**config.mk**
```make
export PLATFORM = sky130hd
export DESIGN_NAME = conv_window_feeder_flat
export DESIGN_NICKNAME = d
export VERILOG_FILES = /design/src/rtl/conv_window_feeder_if.sv /design/src/rtl/conv_window_feeder.sv /design/src/flat_wrapper.sv
export SDC_FILE = /design/constraint.sdc
export NUM_CORES = 2
export LEC_CHECK = 0
export CAP_MARGIN = 10
export CORE_ASPECT_RATIO = 0.6
export CORE_MARGIN = 5
export CORE_UTILIZATION = 50
export CTS_CLUSTER_SIZE = 16
export DETAILED_ROUTE_END_ITERATION = 12
export GPL_ROUTABILITY_DRIVEN = 0
export GPL_TIMING_DRIVEN = 0
export PLACE_DENSITY = 0.72
export SLEW_MARGIN = 40
export SYNTH_ARGS = -nofsm -noshare
export SYNTH_HDL_FRONTEND = slang
export SYNTH_SLANG_ARGS = --single-unit
```
**constraint.sdc**
```tcl
create_clock -name clk -period 8 [get_ports clk]
set_clock_uncertainty 0.1 [all_clocks]
set_input_delay 1.2 -clock clk [delete_from_list [all_inputs] [get_ports clk]]
set_output_delay 1.2 -clock clk [all_outputs]
set_load 0.1 [all_outputs]
```
**src/rtl/conv_window_feeder_if.sv**
```systemverilog
// conv_window_feeder_if: bus between memory reader/feeder (master) and the window feeder (slave).
// Carries start, the serial weight stream, the pixel stream, the conv core's valid,
// and the feeder's window/weight/bias outputs plus busy/done status.
interface conv_window_feeder_if #(
  parameter int IMA = 8,
  parameter int DATA = 16,
  parameter int NUM = 49
);
  logic start;
  logic [DATA-1:0] wei_in;
  logic wei_valid;
  logic wei_ready;
  logic [IMA-1:0] pix_in;
  logic pix_valid;
  logic pix_ready;
  logic conv_valid;
  logic enable;
  logic [IMA*NUM-1:0] ima;
  logic [DATA*NUM-1:0] wei;
  logic [DATA-1:0] bias;
  logic busy;
  logic done;
  modport master (
    output start, wei_in, wei_valid, pix_in, pix_valid, conv_valid,
    input wei_ready, pix_ready, enable, ima, wei, bias, busy, done
  );
  modport slave (
    input start, wei_in, wei_valid, pix_in, pix_valid, conv_valid,
    output wei_ready, pix_ready, enable, ima, wei, bias, busy, done
  );
endinterface

```
**src/rtl/conv_window_feeder.sv**
```systemverilog
// conv_window_feeder: loads 7x7 weights/bias, builds stride-1 7x7 windows from a raster pixel stream.
// Ports: clk, rst (sync, active-high), bus (slave): start, wei_in/valid/ready,
// pix_in/valid/ready, conv_valid in; enable, ima, wei, bias, busy, done out.
module conv_window_feeder #(
  parameter int IMA = 8,
  parameter int DATA = 16,
  parameter int IMG_W = 28,
  parameter int IMG_H = 28
) (
  input logic clk,
  input logic rst,
  conv_window_feeder_if.slave bus
);
  localparam int NUM = 49;
  localparam int TOTAL = (IMG_W - 6) * (IMG_H - 6);
  localparam int CW = $clog2(IMG_W);
  localparam int RW = $clog2(IMG_H);
  localparam int OW = $clog2(TOTAL + 1);
  typedef enum logic [1:0] {IDLE, LOAD, STREAM, DRAIN} state_t;
  state_t state, state_nx;
  logic [CW-1:0] col;
  logic [RW-1:0] row;
  logic [5:0] load_cnt;
  logic [OW-1:0] out_cnt;
  logic [IMA-1:0] lb [6][IMG_W];
  logic [IMA*NUM-1:0] win, win_nx;
  logic ld, acc, col_last, last_pix, fire;
  assign ld = bus.wei_valid & bus.wei_ready;
  assign acc = bus.pix_valid & bus.pix_ready;
  assign col_last = int'(col) == IMG_W - 1;
  assign last_pix = col_last && int'(row) == IMG_H - 1;
  assign fire = acc && int'(row) >= 6 && int'(col) >= 6;
  always_comb begin
    state_nx = state;
    case (state)
      IDLE: state_nx = bus.start ? LOAD : IDLE;
      LOAD: state_nx = ld && load_cnt == 6'd49 ? STREAM : LOAD;
      STREAM: state_nx = acc && last_pix ? DRAIN : STREAM;
      DRAIN: state_nx = int'(out_cnt) >= TOTAL ? IDLE : DRAIN;
      default: state_nx = IDLE;
    endcase
  end
  // Window shifts left; the new right column is the buffered column (oldest row on top) plus pix_in.
  always_comb begin
    win_nx = win;
    for (int r = 0; r < 7; r++)
      for (int c = 0; c < 6; c++)
        win_nx[(r*7+c)*IMA +: IMA] = win[(r*7+c+1)*IMA +: IMA];
    for (int r = 0; r < 6; r++)
      win_nx[(r*7+6)*IMA +: IMA] = lb[r][col];
    win_nx[48*IMA +: IMA] = bus.pix_in;
  end
  always_ff @(posedge clk)
    if (acc) begin
      for (int r = 0; r < 5; r++)
        lb[r][col] <= lb[r+1][col];
      lb[5][col] <= bus.pix_in;
    end
  always_ff @(posedge clk) begin
    if (rst) begin
      state <= IDLE;
      bus.enable <= 1'b0;
      bus.done <= 1'b0;
      bus.wei_ready <= 1'b0;
      bus.pix_ready <= 1'b0;
      bus.busy <= 1'b0;
      bus.ima <= '0;
      bus.wei <= '0;
      bus.bias <= '0;
      win <= '0;
      col <= '0;
      row <= '0;
      load_cnt <= '0;
      out_cnt <= '0;
    end else begin
      state <= state_nx;
      bus.wei_ready <= state_nx == LOAD;
      bus.pix_ready <= state_nx == STREAM;
      bus.busy <= state_nx != IDLE;
      bus.done <= state == DRAIN && state_nx == IDLE;
      bus.enable <= fire;
      if (fire) bus.ima <= win_nx;
      if (state == IDLE && bus.start) begin
        col <= '0;
        row <= '0;
        load_cnt <= '0;
        out_cnt <= '0;
      end
      if (ld) begin
        if (load_cnt == 6'd49) bus.bias <= bus.wei_in;
        else bus.wei[int'(load_cnt)*DATA +: DATA] <= bus.wei_in;
        load_cnt <= load_cnt + 6'd1;
      end
      if (acc) begin
        win <= win_nx;
        col <= col_last ? '0 : col + 1'b1;
        row <= col_last ? row + 1'b1 : row;
      end
      if (bus.conv_valid && (state == STREAM || state == DRAIN)) out_cnt <= out_cnt + 1'b1;
    end
  end
endmodule

```
**src/flat_wrapper.sv**
```systemverilog
// flat-port wrapper written by rule: the top's interface ports become plain ports
module conv_window_feeder_flat 
#(
  parameter int IMA = 8,
  parameter int DATA = 16,
  parameter int IMG_W = 28,
  parameter int IMG_H = 28
)
  (clk, rst, bus_start, bus_wei_in, bus_wei_valid, bus_pix_in, bus_pix_valid, bus_conv_valid, bus_wei_ready, bus_pix_ready, bus_enable, bus_ima, bus_wei, bus_bias, bus_busy, bus_done);
  conv_window_feeder_if #(.IMA(IMA), .DATA(DATA)) bus_i ();
  input logic clk;
  input logic rst;
  input wire logic [$bits(bus_i.start)-1:0] bus_start;
  input wire logic [$bits(bus_i.wei_in)-1:0] bus_wei_in;
  input wire logic [$bits(bus_i.wei_valid)-1:0] bus_wei_valid;
  input wire logic [$bits(bus_i.pix_in)-1:0] bus_pix_in;
  input wire logic [$bits(bus_i.pix_valid)-1:0] bus_pix_valid;
  input wire logic [$bits(bus_i.conv_valid)-1:0] bus_conv_valid;
  output wire logic [$bits(bus_i.wei_ready)-1:0] bus_wei_ready;
  output wire logic [$bits(bus_i.pix_ready)-1:0] bus_pix_ready;
  output wire logic [$bits(bus_i.enable)-1:0] bus_enable;
  output wire logic [$bits(bus_i.ima)-1:0] bus_ima;
  output wire logic [$bits(bus_i.wei)-1:0] bus_wei;
  output wire logic [$bits(bus_i.bias)-1:0] bus_bias;
  output wire logic [$bits(bus_i.busy)-1:0] bus_busy;
  output wire logic [$bits(bus_i.done)-1:0] bus_done;
  assign bus_i.start = bus_start;
  assign bus_i.wei_in = bus_wei_in;
  assign bus_i.wei_valid = bus_wei_valid;
  assign bus_i.pix_in = bus_pix_in;
  assign bus_i.pix_valid = bus_pix_valid;
  assign bus_i.conv_valid = bus_conv_valid;
  assign bus_wei_ready = bus_i.wei_ready;
  assign bus_pix_ready = bus_i.pix_ready;
  assign bus_enable = bus_i.enable;
  assign bus_ima = bus_i.ima;
  assign bus_wei = bus_i.wei;
  assign bus_bias = bus_i.bias;
  assign bus_busy = bus_i.busy;
  assign bus_done = bus_i.done;
  conv_window_feeder #(.IMA(IMA), .DATA(DATA), .IMG_W(IMG_W), .IMG_H(IMG_H)) u_core (.clk(clk), .rst(rst), .bus(bus_i));
endmodule
```
==> impl_results.rst <==
.. list-table::
   :header-rows: 1

   * - Metric
     - Value
   * - Status
     - finished, final reports clean
   * - Hold_buf cts
     - 0
   * - Core area
     - 219000 sq um
   * - Final setup vio count
     - 0
   * - CTS Buf Count
     - 272
   * - Share of the synthesized area in the top cell type
     - 36.6%
   * - Number of hold violations in the final report
     - 0
   * - Pwr/cell area
     - 221 nW/um^2
   * - Final worst hold slack
     - 0.350 ns
   * - Clock latency of the later-clocked register in the worst-skew pair
     - 0.90 ns
   * - Post-synthesis sequential element count
     - 2904
   * - Total global routing overflow
     - 0
   * - Critical path destination
     - u_core.bus.ima[189]
   * - Slew headroom
     - 32.3%
   * - Worst min-delay path class
     - reg2reg
   * - Synth unique cells
     - 67
   * - Area leader, netlist
     - edfxtp_1
   * - Fin. max-slew vios
     - 0
   * - Utilization after layout
     - 60.6%
   * - Setup repair after global routing missed its margin
     - no
   * - Register-to-Register Path Depth
     - 14
   * - Max-cap check violation count
     - 0
   * - Mapped Cells
     - 9036
   * - Wire length of the first global-routing pass
     - 666000 microns
   * - Fraction of synthesis flops using an asynchronous set or reset pin
     - 0%
   * - CTS Buffer Depth
     - 4
   * - Detailed Route WL
     - 499000 microns
   * - Initial core utilization
     - 50.3%
   * - Tcrit/Tclk final
     - 73.9%
   * - Iter 0 DRT Violations
     - 15300
   * - Achievable clock frequency
     - 169 MHz
   * - WHS Path Cells
     - 2
   * - Remaining antenna violation count after routing
     - 0
   * - Reg2reg setup slack
     - 2.08 ns
   * - Layout cell share with drive strength beyond 1
     - 21.6%
   * - Clock sink count
     - 2904
   * - Dominant register cell in the synthesized netlist
     - dfxtp_1
   * - Critical Path End Type
     - flop
   * - Die Wd
     - 617 microns
   * - 1st-pass router iterations
     - 9
   * - Data required time at the worst endpoint
     - 8.69 ns
   * - Critical register-to-register path startpoint
     - u_core.col[0]
   * - Deepest level of the CTS H-tree
     - 5
   * - Post-layout nets
     - 10800
   * - Top area cells in the synthesized netlist
     - edfxtp_1, dfxtp_1, mux2i_1, nand2_1, nand2b_1
   * - Largest net degree at the start of global routing
     - 31
   * - Clock input transition at the sequential cells of the worst setup and hold paths
     - 0.07 ns
   * - Crit path arrival time
     - 6.61 ns
   * - Maximum resistive drop on vdd
     - 0.160 mV
   * - Leakage dissipation
     - 0.0487 uW
   * - Root buf cell
     - clkbuf_16
   * - Std cell rows
     - 133
   * - Drt wl/cell
     - 36.0 microns
   * - Via count of the first global-routing pass
     - 80600
   * - Number of antenna violations at the first check in global routing
     - 57
   * - Number of placed I/O pins
     - 1227
   * - Element type at the critical path start
     - flop
   * - Via total after detailed routing
     - 86900
   * - Post-CTS Repair Setup Buffers
     - 0
   * - Post-detail-place hpwl
     - 385000 microns
   * - Count of flip-flops with a built-in enable after synthesis
     - 1344
   * - Die height
     - 374 microns
   * - Clock tree from TritonCTS
     - yes
   * - Warnings from Yosys
     - 0
   * - Number of vias per cell
     - 6.26
   * - Netlist Area Pre-Place
     - 110000 sq um
   * - Net count after synthesis
     - 9078
   * - Total DRC errors in the routed layout
     - 0
   * - Area delta synth->final
     - 20.3%
   * - CP Class
     - reg2reg
   * - Reg2Reg Capture Point
     - u_core.bus.ima[189]
   * - Worst-margin pin slew
     - 1.01 ns
   * - Launch instance of the worst min-delay path
     - u_core.win[71]
   * - Number of buffers added on ports
     - 1220
   * - GRT Resource Usage Total
     - 41.5%
   * - Portion of the post-synthesis area used by sequential elements
     - 64.9%
   * - Die Outline Area
     - 231000 sq um
   * - Highest fanout seen on the critical path
     - 11
   * - Mean instance size in the synthesized netlist
     - 12.2 sq um
   * - Timing startpoint of the critical path
     - u_core.col[0]
   * - Fin crit period
     - 5.92 ns
   * - Resized Gates After CTS
     - 0
-- layout make-up --
cell class | instances | area (sq um)
clock inverters | 98 | 1020
well taps | 2902 | 3630
clock buffers | 383 | 7890
fillers | 17200 | 86500
plain buffers | 646 | 2910
multi-input cells | 5434 | 36300
diodes | 51 | 128
inverters | 52 | 195
flip-flops and latches | 2904 | 71600
repair buffers | 1404 | 9120
-- worst min-delay path by stage --
stage	to	slack, ns
3_5_place_dp	u_core.bus.ima[63]	0.34
6_report	u_core.bus.ima[63]	0.35
3_3_place_gp	u_core.bus.ima[227]	0.34
2_1_floorplan	u_core.bus.ima[0]	0.33
4_1_cts	u_core.bus.wei[13]	0.35
5_1_grt	u_core.bus.wei[9]	0.37
-- state kept, by name, summed over array words and instances, names as in the netlist --
signal	count
u_core.lb	1344
u_core.bus.wei	784
u_core.bus.done	1
u_core.row	5
u_core.bus.enable	1
u_core.col	5
u_core.bus.pix_ready	1
u_core.load_cnt	6
u_core.bus.ima	392
u_core.bus.bias	16
u_core.bus.busy	1
u_core.bus.wei_ready	1
u_core.state	2
u_core.win	336
u_core.out_cnt	9
-- cell families after synthesis --
family / count (synthesis) / share of synthesized area [%]
AO/OA/AOI/OAI: 1096 / 5.83
XOR/XNOR: 5 / 0.0635
adder cells (fa/ha/maj): 12 / 0.136
buffers and inverters: 698 / 2.65
flip-flops: 2904 / 64.9
multiplexers: 1330 / 13.6
AND/OR/NAND/NOR: 2991 / 12.9
-- layer usage --
layer / GRT usage, % / wire length [microns] / share of wire, % / vias up
met4: 33.1 / 50300 / 10 / 16
met1: 51.9 / 174000 / 35 / 42600
li1: - / - / - / 35300
met3: 17.1 / 77100 / 15 / 1633
met5: 0 / 149 / 0.030 / -
met2: 56.5 / 198000 / 40 / 7377
-- placed cells by master (no fill, tap or decap), types with 22 or more instances in the layout --
cell type / netlist / routed
nand2_1: 1644 / 1638
dfxtp_1: 1560 / 1560
buf_2: 141 / 1388
edfxtp_1: 1344 / 1344
mux2i_1: 1186 / 1186
nand2b_1: 796 / 796
a21oi_1: 713 / 712
clkbuf_1: 442 / 380
clkbuf_16: 0 / 284
nand3_1: 191 / 190
a22oi_1: 161 / 161
nor2_1: 163 / 136
mux4_2: 132 / 132
clkbuf_2: 0 / 121
a211oi_1: 90 / 86
buf_4: 16 / 62
buf_16: 0 / 59
diode_2: 0 / 51
buf_8: 0 / 47
clkbuf_8: 0 / 41
inv_1: 52 / 40
clkinv_1: 0 / 30
clkinv_2: 0 / 28
and4_1: 27 / 25
nor2_4: 0 / 24
nor2b_1: 30 / 23
and2_1: 22 / 22
buf_6: 9 / 22
-- metrics by stage --
| step | area, sq um | cells | setup WS [ns] | setup TNS [ns] | total power, uW |
|---|---|---|---|---|---|
| after floorplan | 110000 | 9036 | 1.83 | 0 | 16000 |
| after global placement | 126000 | 13200 | -5.27 | -2289.14 | 16300 |
| after detailed placement | 124000 | 13300 | 2.03 | 0 | 16300 |
| after CTS | 133000 | 13800 | 2.51 | 0 | 29200 |
| after global routing | 133000 | 13800 | 2.23 | 0 | 29900 |
| final | 133000 | 13900 | 2.08 | 0 | 29400 |
-- synthesized netlist by cell type, types with 22 or more instances --
| cell | number |
|---|---|
| nand2_1 | 1644 |
| mux2i_1 | 1186 |
| and4_1 | 27 |
| nor3_1 | 22 |
| buf_2 | 141 |
| dfxtp_1 | 1560 |
| o21ai_0 | 27 |
| a21oi_1 | 713 |
| nor2b_1 | 30 |
| clkbuf_1 | 442 |
| mux4_2 | 132 |
| nor2_1 | 163 |
| nand3_1 | 191 |
| buf_1 | 38 |
| nand2b_1 | 796 |
| inv_1 | 52 |
| a211oi_1 | 90 |
| and2_1 | 22 |
| a22oi_1 | 161 |
| edfxtp_1 | 1344 |
-- power breakdown --
part / switching [uW] / internal (uW) / leakage (uW)
clock: 5880 / 7490 / 0.00436
sequential: 3.35 / 15400 / 0.0246
combinational: 477 / 125 / 0.0197
total: 6360 / 23000 / 0.0487
-- critical path: stages, from the launching register on --
cell and delay [ns]:
dfxtp_1 0.36, clkbuf_1 0.18, clkbuf_2 0.34, buf_2 0.52, inv_1 0.30, buf_2 0.50
ha_1 0.28, o21ai_0 0.11, a22oi_1 0.67, and2_1 0.22, clkbuf_2 0.42, clkbuf_2 0.65
clkbuf_1 0.76, nand2_1 0.19, a21oi_1 0.20
Note: power is estimated with default switching activity, not from simulation.
